$ cat config.mk
export PLATFORM = sky130hd
export DESIGN_NAME = dmem_responder
export DESIGN_NICKNAME = d
export VERILOG_FILES = /design/src/rtl/dmem_responder.sv
export SDC_FILE = /design/constraint.sdc
export NUM_CORES = 1
export LEC_CHECK = 0
export ABC_AREA = 0
export BUFFER_PORTS_ARGS = -buffer_cell sky130_fd_sc_hd__buf_2
export CAP_MARGIN = 0
export CORE_ASPECT_RATIO = 1.5
export CORE_MARGIN = 2
export CORE_UTILIZATION = 48
export DETAILED_ROUTE_END_ITERATION = 10
export GPL_ROUTABILITY_DRIVEN = 0
export HOLD_SLACK_MARGIN = 0.03
export PLACE_DENSITY_LB_ADDON = 0.25
export SYNTH_ARGS = -nofsm -noshare
export SYNTH_HDL_FRONTEND = slang
export SYNTH_SLANG_ARGS = --single-unit
$ cat constraint.sdc
create_clock -name clk -period 2.5 [get_ports clk]
set_clock_uncertainty 0.15 [all_clocks]
set_input_delay 0.5 -clock clk [delete_from_list [all_inputs] [get_ports clk]]
set_output_delay 0.5 -clock clk [all_outputs]
set_load 0.02 [all_outputs]
$ cat src/rtl/dmem_responder.sv
// CPU data-memory responder: one request at a time, turned into a fixed-length
// asynchronous-SRAM access with byte-lane steering and load sign/zero extension.
module dmem_responder #(
  parameter int unsigned WAIT_CYCLES = 2,
  parameter int unsigned SRAM_AW     = 20
) (
  input  logic               clk,
  input  logic               rst,
  input  logic               req_valid,
  output logic               req_ready,
  input  logic               req_we,
  input  logic [31:0]        req_addr,
  input  logic [31:0]        req_wdata,
  input  logic [1:0]         req_sel,
  input  logic               req_uns,
  output logic               resp_valid,
  input  logic               resp_ready,
  output logic [31:0]        resp_rdata,
  output logic               resp_err,
  output logic               sram_ce_n,
  output logic               sram_we_n,
  output logic [3:0]         sram_be_n,
  output logic [SRAM_AW-1:0] sram_addr,
  output logic [31:0]        sram_wdata,
  input  logic [31:0]        sram_rdata,
  output logic [1:0]         dbg_state
);

  // Handshake: a request transfers on a rising edge with req_valid && req_ready;
  // a response transfers on a rising edge with resp_valid && resp_ready.

  typedef enum logic [1:0] {
    S_IDLE   = 2'd0,
    S_ACCESS = 2'd1,
    S_RESP   = 2'd2
  } state_e;

  state_e              state_q, state_d;
  logic [3:0]          cnt_q, cnt_d;
  logic                we_q, we_d;
  logic [1:0]          off_q, off_d;
  logic [1:0]          sel_q, sel_d;
  logic                uns_q, uns_d;
  logic [31:0]         resp_rdata_q, resp_rdata_d;
  logic                resp_err_q, resp_err_d;
  logic                ce_n_q, ce_n_d;
  logic                we_n_q, we_n_d;
  logic [3:0]          be_n_q, be_n_d;
  logic [SRAM_AW-1:0]  sram_addr_q, sram_addr_d;
  logic [31:0]         sram_wdata_q, sram_wdata_d;

  logic                req_illegal;
  logic [3:0]          lane_mask;
  logic [31:0]         wdata_rep;
  logic [31:0]         load_val;
  logic [7:0]          ld_byte;
  logic [15:0]         ld_half;

  always_comb begin
    req_illegal = (req_sel == 2'b11) ||
                  (req_sel == 2'b01 && req_addr[0]) ||
                  (req_sel == 2'b00 && req_addr[1:0] != 2'b00);
    lane_mask = 4'b1111;
    wdata_rep = req_wdata;
    case (req_sel)
      2'b10: begin
        lane_mask = 4'b0001 << req_addr[1:0];
        wdata_rep = {4{req_wdata[7:0]}};
      end
      2'b01: begin
        lane_mask = req_addr[1] ? 4'b1100 : 4'b0011;
        wdata_rep = {2{req_wdata[15:0]}};
      end
      default: ;
    endcase
  end

  // Lane extraction from the word the SRAM returns in the last access cycle.
  always_comb begin
    ld_byte = sram_rdata[7:0];
    case (off_q)
      2'd1:    ld_byte = sram_rdata[15:8];
      2'd2:    ld_byte = sram_rdata[23:16];
      2'd3:    ld_byte = sram_rdata[31:24];
      default: ;
    endcase
    ld_half  = off_q[1] ? sram_rdata[31:16] : sram_rdata[15:0];
    load_val = sram_rdata;
    if (sel_q == 2'b10) begin
      load_val = {{24{ld_byte[7] & ~uns_q}}, ld_byte};
    end else if (sel_q == 2'b01) begin
      load_val = {{16{ld_half[15] & ~uns_q}}, ld_half};
    end
  end

  always_comb begin
    state_d      = state_q;
    cnt_d        = cnt_q;
    we_d         = we_q;
    off_d        = off_q;
    sel_d        = sel_q;
    uns_d        = uns_q;
    resp_rdata_d = resp_rdata_q;
    resp_err_d   = resp_err_q;
    ce_n_d       = ce_n_q;
    we_n_d       = we_n_q;
    be_n_d       = be_n_q;
    sram_addr_d  = sram_addr_q;
    sram_wdata_d = sram_wdata_q;
    case (state_q)
      S_IDLE: begin
        if (req_valid) begin
          we_d  = req_we;
          off_d = req_addr[1:0];
          sel_d = req_sel;
          uns_d = req_uns;
          if (req_illegal) begin
            state_d      = S_RESP;
            resp_err_d   = 1'b1;
            resp_rdata_d = 32'h0;
          end else begin
            state_d      = S_ACCESS;
            cnt_d        = 4'(WAIT_CYCLES);
            ce_n_d       = 1'b0;
            we_n_d       = ~req_we;
            be_n_d       = req_we ? ~lane_mask : 4'b0000;
            sram_addr_d  = req_addr[SRAM_AW+1:2];
            sram_wdata_d = req_we ? wdata_rep : sram_wdata_q;
          end
        end
      end
      S_ACCESS: begin
        if (cnt_q == 4'd0) begin
          state_d      = S_RESP;
          ce_n_d       = 1'b1;
          we_n_d       = 1'b1;
          be_n_d       = 4'b1111;
          resp_err_d   = 1'b0;
          resp_rdata_d = we_q ? 32'h0 : load_val;
        end else begin
          cnt_d = cnt_q - 4'd1;
        end
      end
      S_RESP: begin
        if (resp_ready) begin
          state_d = S_IDLE;
        end
      end
      default: state_d = S_IDLE;
    endcase
  end

  always_ff @(posedge clk or negedge rst) begin
    if (!rst) begin
      state_q      <= S_IDLE;
      cnt_q        <= 4'd0;
      we_q         <= 1'b0;
      off_q        <= 2'd0;
      sel_q        <= 2'd0;
      uns_q        <= 1'b0;
      resp_rdata_q <= 32'h0;
      resp_err_q   <= 1'b0;
      ce_n_q       <= 1'b1;
      we_n_q       <= 1'b1;
      be_n_q       <= 4'b1111;
      sram_addr_q  <= '0;
      sram_wdata_q <= 32'h0;
    end else begin
      state_q      <= state_d;
      cnt_q        <= cnt_d;
      we_q         <= we_d;
      off_q        <= off_d;
      sel_q        <= sel_d;
      uns_q        <= uns_d;
      resp_rdata_q <= resp_rdata_d;
      resp_err_q   <= resp_err_d;
      ce_n_q       <= ce_n_d;
      we_n_q       <= we_n_d;
      be_n_q       <= be_n_d;
      sram_addr_q  <= sram_addr_d;
      sram_wdata_q <= sram_wdata_d;
    end
  end

  assign req_ready  = (state_q == S_IDLE);
  assign resp_valid = (state_q == S_RESP);
  assign resp_rdata = resp_rdata_q;
  assign resp_err   = resp_err_q;
  assign sram_ce_n  = ce_n_q;
  assign sram_we_n  = we_n_q;
  assign sram_be_n  = be_n_q;
  assign sram_addr  = sram_addr_q;
  assign sram_wdata = sram_wdata_q;
  assign dbg_state  = state_q;

endmodule

==> impl_metrics.json <==
{
  "status": "finished, final reports clean",
  "htree_levels": 3,
  "dominantRegCellSynth": "dfrtp_1",
  "synth_top_cell_by_area": "dfrtp_1",
  "synth_seq_area_share_pct": 53.15,
  "post_synth_inst_count": 492,
  "number_of_register_bits_inferred_by_synthesis": 103,
  "worst_skew_pair.late_latency_ps": 340,
  "chipHeight_um": 127.3,
  "synth.cell_area_um2": 4863,
  "timing.final.hold_violations": 0,
  "final_core_util_pct": 62.68,
  "port_buffers": 188,
  "synth_top_cell_area_share_pct": 49.91,
  "post-route-period-util_pct": 94.33,
  "worst_slew_pin_slew_ps": 603.1,
  "number_of_remaining_drc_errors": 0,
  "via_per_inst": 5.458,
  "netlist_top_cells_area": "dfrtp_1 (50%), nand2_1 (7.6%), o2bb2ai_1 (7.4%)",
  "grt_antenna_before_repair": 0,
  "cell_area_power_density_nw_per_um2": 1267,
  "share_of_final_layout_standard_cells_stronger_than_drive_strength_1_pct": 35.78,
  "post_synth.cell_area_avg_um2": 9.885,
  "finalSetupViolCount": 0,
  "chipWidth_um": 86.19,
  "async_set_or_reset_flop_fraction_in_the_synthesized_netlist_pct": 100.0,
  "crit_path_start_kind": "register",
  "worst-setup-path-type": "register to register",
  "yosys_warning_count": 0,
  "placement.setup.worst_slack_ps": 158.2,
  "cts_sinks": 103,
  "number_of_global_route_vias_before_repair": 4218,
  "nNetsFinal": 787,
  "hold_start": "resp_ready",
  "cp_arrival_ps": 2470,
  "synth_fp_nets": 602,
  "worst_slew_margin_rel_pct": 59.52,
  "reg2reg_depth": 6,
  "critPathRequiredTime_ps": 2610,
  "boundaryPins": 199,
  "antenna_cells": 0,
  "layout.cells.most_common_list": "buf_2 (187), nand2_1 (99), dfrtp_1 (97), o2bb2ai_1 (41), o21ai_0 (38)",
  "dr_total_vias": 4361,
  "n_fill_cell": 861,
  "globalRoute.totalOverflow": 0,
  "totalNegativeSetupSlack_ps": 0,
  "vdd_drop_max_mv": 0.5919,
  "wire_length_of_the_first_global_routing_pass_mm": 20.60,
  "dp.final_hpwl_mm": 9.527,
  "setup.worst_path.end_class": "register",
  "postRouteAntennaNets": 0,
  "drv_slew": 0,
  "detail_route.iter0.violations": 167,
  "finalWorstSetupSlack_ps": 141.9,
  "route.detailed.wl_per_inst_um": 15.89,
  "crit_path_max_fanout": 16,
  "area.growth.synth_to_final_pct": 29.17,
  "hold-path-endpoint": "dbg_state[1]",
  "number_of_max_cap_violations": 0,
  "clock_tree.buffer_depth": 2,
  "clk_transition_reported_paths_ps": 70,
  "final_area_um2": 6282,
  "edff_count_synth": 0,
  "timing.hold.worst.class": "primary input to register",
  "rows": 45,
  "grt_max_degree": 42,
  "number_of_distinct_library_cells_after_synthesis": 42,
  "post-cts-setup-buffer-count": 0,
  "drt_pre_antenna_iters": 4,
  "area_of_the_die_um2": 10970,
  "leading_cell_type_in_the_layout_fill_and_taps_excluded": "buf_2",
  "power.leakage_nw": 3.236,
  "cts_made_buffers": 9,
  "achievable-frequency_ghz": 0.4241,
  "reg2reg_from": "cnt_q[0]",
  "hold_depth": 2,
  "total_wire_length_mm": 12.70,
  "layout_min_cycle_time_ps": 2358,
  "start_util_pct": 48.53,
  "tritoncts": "done",
  "detailed_place.area_um2": 5968,
  "worst_r2r_endpoint": "resp_rdata[26]",
  "core-area_um2": 10020,
  "ff2ff_setup_slack_ps": 140,
  "grt_use_total_pct": 23.75,
  "clockRootBuffer": "clkbuf_16"
}
==> report_power, final <==
| part | switching, mW | internal, mW | leakage, nW |
|---|---|---|---|
| clock | 0.610 | 0.804 | 0.146 |
| sequential | 0.445 | 2.43 | 1.31 |
| combinational | 2.32 | 1.35 | 1.78 |
==> registers in the layout (all words and copies together) (netlist names) <==
name        count
cnt_q           4
dbg_state       2
off_q           2
resp_err        1
resp_rdata     32
sel_q           2
sram_addr      20
sram_be_n       4
sram_ce_n       1
sram_wdata     32
sram_we_n       1
uns_q           1
we_q            1
==> metrics by stage <==
step / cells / hold WS, ps / power (mW)
2_1_floorplan: 492 / 54.41 / 5.286
3_3_place_gp: 782 / 304.9 / 6.477
3_5_place_dp: 782 / 307.9 / 6.590
4_1_cts: 799 / 165.8 / 8.023
5_1_grt: 799 / 178.1 / 8.496
6_report: 799 / 175.2 / 7.957
==> cells by family (layout without fill, tap and decap cells) <==
| kind of cell | Yosys count | count (layout) | share of synthesized area [%] |
|---|---|---|---|
| AND/OR/NAND/NOR | 169 | 169 | 15.28 |
| AO/OA/AOI/OAI | 143 | 143 | 20.63 |
| flip-flops | 103 | 103 | 53.15 |
| buffers and inverters | 46 | 236 | 3.988 |
| multiplexers | 22 | 22 | 4.862 |
| adder cells (fa/ha/maj) | 6 | 6 | 1.544 |
| XOR/XNOR | 3 | 3 | 0.5404 |
==> cell usage after synthesis (all sizes together) (2+ instances only) <==
cell / instances
nand2: 99
dfrtp: 97
o2bb2ai: 41
o21ai: 40
nor2: 31
clkbuf: 21
a21oi: 18
a22oi: 16
inv: 14
mux2: 13
buf: 11
nor2b: 10
o22ai: 10
mux2i: 9
nor3: 8
a221o: 7
dfstp: 6
ha: 6
nand2b: 5
nand3: 5
nor3b: 3
a31oi: 2
nand4: 2
o21a: 2
or3: 2
xor2: 2
==> critical path, cell delays in order (launching register included) <==
cell and delay (ps):
dfrtp_1 400, inv_1 120, ha_1 160, or3b_4 420
a2111oi_4 450, nand4_4 310, o2bb2ai_1 250
==> cell type report <==
class                      instances  area, um^2  share of cell area, %
sequential                       103        2585                  41.15
multi-input combinational        343        2093                  33.32
timing repair buffer             206        1106                  17.61
clock buffer                      11       242.7                  3.864
tap                              117       146.4                  2.330
clock inverter                     5       56.30                 0.8962
inverter                          14       52.55                 0.8365
==> worst max path at each step <==
stage          startpoint              to  slack [ps]  depth (start not counted)
5_1_grt          cnt_q[0]  resp_rdata[23]          -4                          6
3_5_place_dp     cnt_q[0]  resp_rdata[10]         160                          6
4_1_cts          cnt_q[0]  resp_rdata[10]         140                          6
3_3_place_gp     cnt_q[0]   resp_rdata[8]         240                          6
6_report         cnt_q[0]  resp_rdata[26]         140                          6
2_1_floorplan  req_sel[0]  sram_wdata[10]         300                          8
==> per-layer routing <==
| metal | up-vias | wire [um] | global-route usage (%) |
|---|---|---|---|
| li1 | 2107 | - | - |
| met1 | 2070 | 5274 | 30.31 |
| met2 | 161 | 6339 | 39.67 |
| met3 | 23 | 753 | 4.522 |
| met4 | 0 | 332 | 9.559 |
| met5 | - | 0 | 0 |
==> timing repair <==
action | CTS | global route
endpoints found under the hold margin | 30 | 0
gates resized for setup | 0 | 1
setup endpoints to repair | 0 | 3
hold buffers | 1 | 0
Note: power is estimated with default switching activity, not from simulation.
